### src/rtl/tcore_xgmii_pkg.sv
// -----------------------------------------------------------------------------
// tcore_xgmii_pkg
// Shared definitions for the XGMII transmit path.
//   - XGMII control character codes and whole-word constants
//   - framer state enum
//   - saturating inter-packet-gap counter helper
// -----------------------------------------------------------------------------
package tcore_xgmii_pkg;

    // XGMII control characters (valid only where the matching txc bit is 1)
    localparam logic [7:0] CH_IDLE  = 8'h07;
    localparam logic [7:0] CH_START = 8'hFB;
    localparam logic [7:0] CH_TERM  = 8'hFD;
    localparam logic [7:0] CH_ERR   = 8'hFE;
    localparam logic [7:0] CH_SEQ   = 8'h9C;

    // Start character in lane 0 followed by preamble and SFD in lanes 1..7
    localparam logic [63:0] PREAMBLE_WORD = {8'hD5, {6{8'h55}}, CH_START};
    localparam logic [7:0]  PREAMBLE_TXC  = 8'h01;

    localparam logic [63:0] IDLE_WORD = {8{CH_IDLE}};
    localparam logic [7:0]  IDLE_TXC  = 8'hFF;

    localparam int          IPG_CNT_W   = 7;
    localparam logic [6:0]  IPG_CNT_MAX = 7'd127;

    typedef enum logic [2:0] {
        ST_IDLE,
        ST_DATA,
        ST_TERM,
        ST_IPG,
        ST_DROP
    } tx_state_e;

    // Eight more idle bytes on the wire, clamped so the counter never wraps
    // back below the gap threshold during a long idle stretch.
    function automatic logic [IPG_CNT_W-1:0] ipg_add8(input logic [IPG_CNT_W-1:0] cnt);
        logic [IPG_CNT_W:0] sum;
        sum = {1'b0, cnt} + 8'd8;
        return sum[IPG_CNT_W] ? IPG_CNT_MAX : sum[IPG_CNT_W-1:0];
    endfunction

endpackage

### src/rtl/tcore_xgmii_term_gen.sv
// -----------------------------------------------------------------------------
// tcore_xgmii_term_gen
// Builds the XGMII terminate word for an end-of-frame data word.
//   data_i  : frame bytes, lane 0 = bits 7:0
//   bcnt_i  : number of data lanes n (0..7); lane n carries /T/,
//             lanes above n carry /I/. n=0 yields a pure /T/ word.
//   err_i   : replace lane 0 with /E/ (abort word when used with n=1)
//   txd_o   : XGMII data
//   txc_o   : XGMII control mask, 1 = control character
// -----------------------------------------------------------------------------
module tcore_xgmii_term_gen
    import tcore_xgmii_pkg::*;
(
    input  logic [63:0] data_i,
    input  logic [2:0]  bcnt_i,
    input  logic        err_i,
    output logic [63:0] txd_o,
    output logic [7:0]  txc_o
);

    for (genvar l = 0; l < 8; l++) begin : g_lane
        logic [7:0] lane_byte;
        logic       lane_ctl;

        always_comb begin
            lane_byte = CH_IDLE;
            lane_ctl  = 1'b1;
            if (err_i && (l == 0)) begin
                lane_byte = CH_ERR;
            end else if (3'(l) < bcnt_i) begin
                lane_byte = data_i[8*l +: 8];
                lane_ctl  = 1'b0;
            end else if (3'(l) == bcnt_i) begin
                lane_byte = CH_TERM;
            end
        end

        assign txd_o[8*l +: 8] = lane_byte;
        assign txc_o[l]        = lane_ctl;
    end

endmodule

### src/rtl/tcore_xgmii_tx_framer.sv
// -----------------------------------------------------------------------------
// tcore_xgmii_tx_framer
// Transmit-side XGMII framer. Wraps MAC TX frames (64-bit words, no
// preamble) into a lane-0-aligned XGMII stream: start/preamble word, data,
// terminate, idles. Enforces a minimum inter-packet gap and aborts frames
// with /E/ on underrun, link loss or TX disable.
//
// Parameters
//   IPG_BYTES    minimum idle bytes between frames, counted from the /T/
//                lane inclusive (8..64)
// Ports
//   xaui_clk     156.25 MHz transmit clock
//   reset        synchronous active-high reset
//   fmac_txd_en  TX enable; low clears counters, forces idle
//   linkup       link-good from the receive side
//   tx_data      frame bytes, lane 0 = bits 7:0 = first on wire
//   tx_valid     tx_data valid
//   tx_sof       first word of frame
//   tx_eof       last word of frame
//   tx_bcnt      valid bytes in eof word, 0 = 8
//   tx_ready     word accepted when tx_valid & tx_ready (combinational)
//   xgmii_txd    registered XGMII data
//   xgmii_txc    registered XGMII control
//   TX_FRAME_CNT frames completed without error
//   TX_ERR_CNT   aborted frames plus stray words
// -----------------------------------------------------------------------------
module tcore_xgmii_tx_framer
    import tcore_xgmii_pkg::*;
#(
    parameter int IPG_BYTES = 12
) (
    input  logic        xaui_clk,
    input  logic        reset,
    input  logic        fmac_txd_en,
    input  logic        linkup,
    input  logic [63:0] tx_data,
    input  logic        tx_valid,
    input  logic        tx_sof,
    input  logic        tx_eof,
    input  logic [2:0]  tx_bcnt,
    output logic        tx_ready,
    output logic [63:0] xgmii_txd,
    output logic [7:0]  xgmii_txc,
    output logic [31:0] TX_FRAME_CNT,
    output logic [31:0] TX_ERR_CNT
);

    localparam logic [IPG_CNT_W-1:0] IPG_MIN = IPG_CNT_W'(IPG_BYTES);

    tx_state_e              state_q, state_d;
    logic [IPG_CNT_W-1:0]   ipg_cnt_q, ipg_cnt_d;
    logic [63:0]            txd_q, txd_d;
    logic [7:0]             txc_q, txc_d;
    logic [31:0]            frame_cnt_q, err_cnt_q;

    logic                   ready_c;
    logic                   frame_inc;
    logic                   err_inc;

    // DATA-state abort causes; an accepted eof on the aborting word means
    // nothing is left to drain.
    logic abort;
    logic eof_acc;
    logic is_abort;
    logic start_ok;
    logic ipg_done;

    assign abort    = !tx_valid || !linkup || !fmac_txd_en;
    assign eof_acc  = tx_valid && tx_eof;
    assign is_abort = (state_q == ST_DATA) && abort;
    assign start_ok = tx_valid && tx_sof && linkup && fmac_txd_en &&
                      (ipg_cnt_q >= IPG_MIN);
    assign ipg_done = ({1'b0, ipg_cnt_q} + 8'd8) >= {1'b0, IPG_MIN};

    // One terminate generator serves three words: the partial eof word
    // (n = tx_bcnt), the standalone /T/ word (n = 0) and the abort word
    // (n = 1 with lane 0 overridden to /E/).
    logic [2:0]  tg_bcnt;
    logic        tg_err;
    logic [63:0] tg_txd;
    logic [7:0]  tg_txc;

    assign tg_bcnt = (state_q == ST_TERM) ? 3'd0 :
                     is_abort             ? 3'd1 : tx_bcnt;
    assign tg_err  = is_abort;

    tcore_xgmii_term_gen u_term_gen (
        .data_i (tx_data),
        .bcnt_i (tg_bcnt),
        .err_i  (tg_err),
        .txd_o  (tg_txd),
        .txc_o  (tg_txc)
    );

    // -------------------------------------------------------------------------
    // Next-state / output decision
    // -------------------------------------------------------------------------
    always_comb begin
        state_d   = state_q;
        ipg_cnt_d = ipg_cnt_q;
        txd_d     = IDLE_WORD;
        txc_d     = IDLE_TXC;
        ready_c   = 1'b0;
        frame_inc = 1'b0;
        err_inc   = 1'b0;

        unique case (state_q)
            ST_IDLE: begin
                // Idles on the wire still count toward the gap; this also
                // lets a disable-time abort recover without visiting IPG.
                ipg_cnt_d = ipg_add8(ipg_cnt_q);
                if (tx_valid && !tx_sof) begin
                    ready_c = 1'b1;
                    err_inc = 1'b1;
                end else if (start_ok) begin
                    // sof word stays on the input; DATA consumes it next cycle
                    txd_d   = PREAMBLE_WORD;
                    txc_d   = PREAMBLE_TXC;
                    state_d = ST_DATA;
                end
            end

            ST_DATA: begin
                ready_c = 1'b1;
                if (abort) begin
                    txd_d     = tg_txd;
                    txc_d     = tg_txc;
                    err_inc   = 1'b1;
                    ipg_cnt_d = 7'd7;
                    if (!fmac_txd_en) begin
                        state_d = ST_IDLE;
                    end else if (eof_acc) begin
                        state_d = ST_IPG;
                    end else begin
                        state_d = ST_DROP;
                    end
                end else if (tx_eof && (tx_bcnt == 3'd0)) begin
                    // full eof word: /T/ goes out alone in the next word
                    txd_d   = tx_data;
                    txc_d   = 8'h00;
                    state_d = ST_TERM;
                end else if (tx_eof) begin
                    txd_d     = tg_txd;
                    txc_d     = tg_txc;
                    ipg_cnt_d = 7'd8 - {4'd0, tx_bcnt};
                    frame_inc = 1'b1;
                    state_d   = ST_IPG;
                end else begin
                    txd_d = tx_data;
                    txc_d = 8'h00;
                end
            end

            ST_TERM: begin
                txd_d     = tg_txd;
                txc_d     = tg_txc;
                ipg_cnt_d = 7'd8;
                frame_inc = 1'b1;
                state_d   = ST_IPG;
            end

            ST_IPG: begin
                ipg_cnt_d = ipg_add8(ipg_cnt_q);
                if (ipg_done) begin
                    state_d = ST_IDLE;
                end
            end

            ST_DROP: begin
                ready_c   = 1'b1;
                ipg_cnt_d = ipg_add8(ipg_cnt_q);
                if (eof_acc) begin
                    state_d = ST_IPG;
                end
            end

            default: begin
                state_d = ST_IDLE;
            end
        endcase

        // TX disable: DATA has already taken the abort path above; every
        // other state drops straight back to idle output.
        if (!fmac_txd_en && (state_q != ST_DATA)) begin
            state_d   = ST_IDLE;
            txd_d     = IDLE_WORD;
            txc_d     = IDLE_TXC;
            frame_inc = 1'b0;
        end
    end

    // -------------------------------------------------------------------------
    // State and output registers
    // -------------------------------------------------------------------------
    always_ff @(posedge xaui_clk) begin
        if (reset) begin
            state_q   <= ST_IDLE;
            ipg_cnt_q <= IPG_MIN;
            txd_q     <= IDLE_WORD;
            txc_q     <= IDLE_TXC;
        end else begin
            state_q   <= state_d;
            ipg_cnt_q <= ipg_cnt_d;
            txd_q     <= txd_d;
            txc_q     <= txc_d;
        end
    end

    always_ff @(posedge xaui_clk) begin
        if (reset || !fmac_txd_en) begin
            frame_cnt_q <= 32'd0;
            err_cnt_q   <= 32'd0;
        end else begin
            if (frame_inc) begin
                frame_cnt_q <= frame_cnt_q + 32'd1;
            end
            if (err_inc) begin
                err_cnt_q <= err_cnt_q + 32'd1;
            end
        end
    end

    assign tx_ready     = ready_c;
    assign xgmii_txd    = txd_q;
    assign xgmii_txc    = txc_q;
    assign TX_FRAME_CNT = frame_cnt_q;
    assign TX_ERR_CNT   = err_cnt_q;

endmodule

### config.mk
export PLATFORM = sky130hd
export DESIGN_NAME = tcore_xgmii_tx_framer
export DESIGN_NICKNAME = d
export VERILOG_FILES = /design/src/rtl/tcore_xgmii_pkg.sv /design/src/rtl/tcore_xgmii_term_gen.sv /design/src/rtl/tcore_xgmii_tx_framer.sv
export SDC_FILE = /design/constraint.sdc
export NUM_CORES = 1
export LEC_CHECK = 0
export ABC_AREA = 1
export CORE_UTILIZATION = 24
export DETAILED_ROUTE_END_ITERATION = 10
export SYNTH_ARGS = -nofsm -noshare
export SYNTH_HDL_FRONTEND = slang
export SYNTH_SLANG_ARGS = --single-unit
### constraint.sdc
create_clock -name xaui_clk -period 1.9 [get_ports xaui_clk]
set_input_delay 0.19 -clock xaui_clk [delete_from_list [all_inputs] [get_ports xaui_clk]]
set_output_delay 0.19 -clock xaui_clk [all_outputs]
set_load 0.005 [all_outputs]
==> results.ini, run 1 <==
[timing]
postLayoutSetupSlackWorst_ns = 0.0970
finClkSkew_ns = 0.0132
hold_viol = 0
max_slew_margin_pct = 63.5
rsz0062_at_grt = yes
fmax_ghz = 0.555
whs_ns = 0.316
drv_slew = 0
setup_viol = 0
period_share_pct = 94.9
finalSetupTns_ns = 0
tightestPinTransition_ns = 0.542
finalCriticalPeriod_ns = 1.80

[critical_path]
crit_path_start = state_q[2]$_SDFFE_PP0P_
worstPathRequired_ns = 2.22
r2r_slack_ns = 0.1
slowest_stage = dfxtp_2
worst_setup_path_start_kind = flip-flop
worstSetupPathType = reg2reg
worst_setup_path_end_kind = flip-flop
reg2reg_depth = 12
timing.rr.end = xgmii_txd[28]$_SDFF_PP0_
r2r_start = state_q[2]$_SDFFE_PP0P_
cp_max_fo = 7
crit_chain = buf_6 -> inv_2 -> nand3_4 -> inv_2 -> nor2_4 -> nand2_4 -> buf_4 -> clkinv_1 -> nand3_4 -> nor2_1 -> o21ai_1 -> nand2_1
cp_data_arrival_time_ns = 2.12
max_stage_delay_ns = 0.34

[power]
p_leak_uw = 0.00442
seq_power_share_pct = 41.9
p_per_area_mw_per_mm2 = 656
pwr-share-comb_pct = 12.7
clkPwrFrac_pct = 45.3
internal_power_uw = 5610
ir_drop_mv = 0.681
p_sw_share_pct = 25.2
p_sw_uw = 1890

[finish]
drive_gt1_share_pct = 16.9
area_growth_pct = 57.3
fillers = 3011
ff_latch_area_mm2 = 0.00293
fin_nets = 1449
multi_input_area_mm2 = 0.00387

[synth]
ys_types = 46
syn_area_per_cell_um2 = 7.00
synth-seq-area-share_pct = 40.2
synth_mux_area_share_pct = 0
synthCells = 1039
synth_top_family_by_area = simple AND/OR/NAND/NOR gates
synth_area_mm2 = 0.00727
ys_ff_latch = 146
synth_nets = 1119
yosys.area_share.adder_pct = 1.03
synth-compound-area-share_pct = 12.8
synth-xor-area-share_pct = 2.41
synth_warnings = 0
synth_simple_gate_area_share_pct = 35.5

[global_routing]
grt_pass1_wl_um = 40900
grt_max_degree = 33
grtUsageTotal_pct = 17.1
antenna_found_initial = 4
grt_pass1_vias = 7653
grt.overflow.total = 0

[worst_hold_path]
holdPathStages = 3
worstHoldStart = tx_data[28]
hp-class = in2reg
worstHoldEndpoint = xgmii_txd[28]$_SDFF_PP0_

[cts]
path_clk_slew_ns = 0.07
numCtsBuffers = 17
cts_max_level = 4
cts_tree = done
cts.sinks = 146
cts_buffer_depth = 2
cts_root_buf = clkbuf_16
clock_latency_ns = 0.43

[floorplanning]
ios = 211
die-area_mm2 = 0.0310
initial_core_util_pct = 24.5
coreArea_mm2 = 0.0297
die_x_um = 176
die_h_um = 176
core.rowCount = 63

[status]
outcome = completed

[routing]
wl_um = 26300
routedWlPerCell_um = 14.8
vias_per_cell = 4.44
vias = 7874
drt_pass1_iterations = 4
drc = 0
drtIter0Drc = 378
route.antenna.remaining_nets = 0

[place]
place.gp.congestion = 0.895
pre_cts_slack_ns = -0.392
dp_hpwl_um = 20900
port_buffers = 210

[run]
drv_cap = 0

## cells by family after synthesis
logic type	count (synthesis)
XOR/XNOR	20
AND/OR/NAND/NOR	547
buffers and inverters	148
AO/OA/AOI/OAI	172
flip-flops	146
adder cells (fa/ha/maj)	6
## registers in the layout, summed over array words and instances (netlist names)
signal	cells
xgmii_txc	8
TX_FRAME_CNT	32
TX_ERR_CNT	32
ipg_cnt_q	7
state_q	3
xgmii_txd	64
## per-stage QoR
step	power (uW)	cell area (um2)	util (%)	std cells
finish	7500	11400	38.5	1775
floorplan	3600	7270	-	1039
detailed placement	4130	10700	35.9	1732
CTS	7540	11300	37.9	1763
global placement	4120	10700	35.9	1732
global route	7790	11400	38.5	1775
## layout make-up
class                   count  share of cell area, %
diodes                      4                 0.0875
clock buffers              22                   4.15
clock inverters             9                  0.919
inverters                 132                   4.38
multi-input cells         745                   33.8
flip-flops and latches    146                   25.6
well taps                 390                   4.27
repair buffers            327                   26.8
## worst max path at each step
stage	slack [ns]	to	cells past startpoint
6_report	0.1	xgmii_txd[28]$_SDFF_PP0_	12
3_3_place_gp	-0.35	TX_FRAME_CNT[19]$_SDFFE_PP0P_	13
3_5_place_dp	-0.39	TX_FRAME_CNT[19]$_SDFFE_PP0P_	13
2_1_floorplan	0.08	TX_FRAME_CNT[19]$_SDFFE_PP0P_	12
5_1_grt	-0.02	xgmii_txd[28]$_SDFF_PP0_	12
4_1_cts	0.002	xgmii_txd[22]$_SDFF_PP0_	10
## power by group through the flow
| stage | clock [uW] | combinational, uW | sequential (uW) |
|---|---|---|---|
| 2_1_floorplan | 0 | 393 | 3210 |
| 3_3_place_gp | 0 | 914 | 3210 |
| 3_5_place_dp | 0 | 923 | 3210 |
| 4_1_cts | 3470 | 927 | 3140 |
| 5_1_grt | 3600 | 1040 | 3150 |
| 6_report | 3400 | 955 | 3140 |
## timing repair
item / in CTS / in global routing
pin swaps: 0 / 4
endpoints found under the setup margin: 1 / 44
hold buffers: 0 / 0
buffers inserted: 0 / 8
resized for setup: 8 / 26
## cells in the final DEF, fill, tap and decap left out, types with 10 or more instances in the layout
cell type,n
dfxtp_1,143
inv_1,116
o211ai_1,11
xor2_1,12
nand4_1,18
o21ai_0,51
nor3_1,26
a21oi_1,83
inv_2,12
nand2_1,247
nor2_1,124
nor2_4,12
clkdlybuf4s50_1,209
nand3_1,49
buf_4,108
nand2_4,10
clkbuf_16,17
## synth_stat cells (all sizes together)
| master | count | share of area (%) |
|---|---|---|
| nand2 | 267 | 15 |
| nor2 | 147 | 9.2 |
| dfxtp | 146 | 40 |
| inv | 130 | 6.8 |
| a21oi | 86 | 6.0 |
| o21ai | 61 | 4.3 |
| nand3 | 58 | 4.9 |
| nor3 | 32 | 2.5 |
| nand4 | 19 | 1.7 |
| xor2 | 12 | 1.4 |
| o211ai | 11 | 1.1 |
| buf | 9 | 0.84 |
| xnor2 | 8 | 0.96 |
| clkbuf | 7 | 0.36 |
| nand3b | 7 | 0.72 |
| a31oi | 6 | 0.52 |
| ha | 6 | 1.0 |
| or2 | 5 | 0.43 |
| and3 | 4 | 0.34 |
| nor4 | 4 | 0.34 |
| o21a | 4 | 0.41 |
| nor3b | 3 | 0.31 |
| clkinv | 2 | 0.10 |
| a211oi | 1 | 0.10 |
| a22oi | 1 | 0.10 |
| and2 | 1 | 0.086 |
| o21bai | 1 | 0.10 |
| o22ai | 1 | 0.086 |
## routing by layer
layer | routed length [um] | vias up | global-route usage (%)
met3 | 1140 | 32 | 3.64
li1 | - | 4047 | -
met5 | 0 | - | 0
met4 | 616 | 0 | 7.10
met1 | 11900 | 3632 | 21.4
met2 | 12700 | 163 | 28.3
## critical path, delay by kind of cell (launching register included)
kind / cells / cell delay [ns]
buffers and inverters: 5 / 0.64
and+or+nand+nor: 6 / 0.59
DFF: 1 / 0.34
AOI/OAI and AO/OA: 1 / 0.12
Power figures use the tool's default switching activity.
==> run 2: changes to the inputs <==
Settings changed: CORE_MARGIN set to 5.
==> run 2 against run 1 <==
Against the previous run: non-clock buffer count shrank 12; hold slack lost 0.0025 ns; cell area shrank 0.80%; register-to-register slack is essentially flat; sequential share of layout area grew 0.20 points; clock skew shrank 0.0036 ns.
==> results.ini, run 2 (synthesis results as in run 1) <==
[power]
seq_power_share_pct = 40.4  ; -1.5 points
p_per_area_mw_per_mm2 = 685  ; +4.5%
p_leak_uw = 0.00437  ; -1.2%
p_sw_share_pct = 24.4  ; -0.80 points
p_sw_uw = 1900  ; +0.37%
clkPwrFrac_pct = 47.6  ; +2.3 points
ir_drop_mv = 0.590  ; -13%
pwr-share-comb_pct = 12.0  ; -0.7 points
internal_power_uw = 5880  ; +4.8%

[floorplanning]
die-area_mm2 = 0.0339  ; +9.3%
ios = 211  ; unchanged
die_x_um = 184  ; +4.5%
core.rowCount = 63  ; unchanged
die_h_um = 184  ; +4.5%
coreArea_mm2 = 0.0298  ; +0.27%
initial_core_util_pct = 24.4  ; -0.065 points

[timing]
drv_slew = 0  ; unchanged
tightestPinTransition_ns = 0.529  ; -0.0133 ns
finalSetupTns_ns = 0  ; unchanged
whs_ns = 0.314  ; -0.00253 ns
period_share_pct = 95.7  ; +0.82 points
max_slew_margin_pct = 64.4  ; +0.90 points
finClkSkew_ns = 0.00958  ; -0.00360 ns
finalCriticalPeriod_ns = 1.82  ; +0.0155 ns
rsz0062_at_grt = yes
hold_viol = 0  ; unchanged
setup_viol = 0  ; unchanged
fmax_ghz = 0.550  ; -0.85%
postLayoutSetupSlackWorst_ns = 0.0815  ; -0.0155 ns

[finish]
final_util_pct = 38.1  ; -0.41 points
largest_reg_flops = 64  ; unchanged
drive_gt1_share_pct = 16.6  ; -0.28 points
final_common_cell = nand2_1
final_cell_mix = nand2_1, clkdlybuf4s50_1, dfxtp_1
fillers = 3095  ; +2.8%
diodes = 0  ; -4
area_growth_pct = 56.0
fin_nets = 1437  ; -0.83%

[global_routing]
antenna_found_initial = 0  ; -4
use_met1_pct = 19.6  ; -1.9 points
use_met2_pct = 28.4  ; +0.090 points
grtUsageMet3_pct = 3.28  ; -0.35 points
grt_pass1_vias = 7800  ; +1.9%
top_usage_layer = met2
grt_pass1_wl_um = 42600  ; +4.2%
grtUsageTotal_pct = 16.0  ; -1.1 points
grt.overflow.total = 0  ; unchanged
grt_max_degree = 33  ; unchanged

[place]
pre_cts_slack_ns = -0.393  ; -0.00125 ns
port_buffers = 210  ; unchanged
place.gp.congestion = 0.904  ; +0.98%
dp_hpwl_um = 22000  ; +5.0%

[worst_hold_path]
hp-class = in2reg

[cts]
clock_latency_ns = 0.43  ; about the same
cts_hold_buf = 0  ; unchanged
cts_max_level = 4  ; unchanged
cts_tree = done
path_clk_slew_ns = 0.06  ; about the same
cts_buffer_depth = 2  ; unchanged
numCtsBuffers = 17  ; unchanged
cts_root_buf = clkbuf_16
cts.sinks = 146  ; unchanged

[critical_path]
crit_chain = clkdlybuf4s50_1 -> inv_1 -> ha_1 -> ha_2 -> nor2_4 -> buf_4 -> nor2_4 -> inv_4 -> buf_4 -> nand2_1 -> nand2_1 -> or2_2
cp_data_arrival_time_ns = 2.13  ; about the same
cp_max_fo = 6  ; -1
worst_setup_path_end_kind = flip-flop
worstSetupPathType = in2reg
max_stage_delay_ns = 0.42  ; +0.08 ns
slowest_stage = clkdlybuf4s50_1
worst_setup_path_start_kind = input pin
worstPathRequired_ns = 2.21  ; about the same

[run]
drv_cap = 0  ; unchanged

[routing]
drc = 0  ; unchanged
route.antenna.remaining_nets = 0  ; unchanged
vias_per_cell = 4.49  ; +1.1%
wl_um = 27300  ; +3.9%
drt_pass1_iterations = 5  ; +1
routedWlPerCell_um = 15.6  ; +4.9%
drtIter0Drc = 359  ; -5.0%
vias = 7888  ; +0.18%

[status]
outcome = completed

## run 2: worst max-delay path: cells and delay by family
family,cells,cell delay (ns)
simple gates,5,0.70
fa+ha+maj,2,0.38
buf+inv,5,0.87
## run 2: worst paths after layout
path                                                start                   endpoint  slack [ns]  cells after the start
worst max-delay path                           tx_bcnt[0]   xgmii_txd[10]$_SDFF_PP1_        0.08                     12
worst min-delay path                          tx_data[28]   xgmii_txd[28]$_SDFF_PP0_        0.31                      3
worst max register to register    state_q[2]$_SDFFE_PP0P_   xgmii_txd[12]$_SDFF_PP0_        0.10                     14
worst min register to register  ipg_cnt_q[0]$_SDFFE_PP0P_  ipg_cnt_q[0]$_SDFFE_PP0P_        0.46                      2
## run 2: layout make-up
class                   count  area [um2]  area share [%]
inverters                 132         507            4.47
flip-flops and latches    146        2930            25.8
well taps                 390         488            4.30
multi-input cells         745        3870            34.1
clock inverters            13         211            1.86
repair buffers            315        2910            25.7
clock buffers              17         425            3.75
## run 2: what timing repair did
item,in CTS,in global routing
endpoints found under the setup margin,1,61
endpoints found under the hold margin,0,0
resized for setup,3,41
pin swaps,0,5
setup buffers,0,4
## run 2: layer usage
| layer | vias up | wire [um] |
|---|---|---|
| met5 | - | 0 |
| met4 | 0 | 418 |
| met3 | 23 | 1130 |
| li1 | 4015 | - |
| met2 | 179 | 13800 |
| met1 | 3671 | 12000 |
## run 2: power by group through the flow
stage                     Combinational [uW]  Sequential (uW)  Clock (uW)
after floorplan                          393             3210           0
after global placement                   898             3210           0
after detailed placement                 906             3210           0
after CTS                                908             3140        3790
after global routing                    1010             3150        3890
final                                    930             3140        3700
## run 2: stage by stage
stage	instance area [um2]	std cells	power, uW
after floorplan	7270	1039	3600
after global placement	10600	1724	4110
after detailed placement	10600	1724	4120
after CTS	11200	1754	7840
after global routing	11300	1758	8050
final	11300	1758	7770
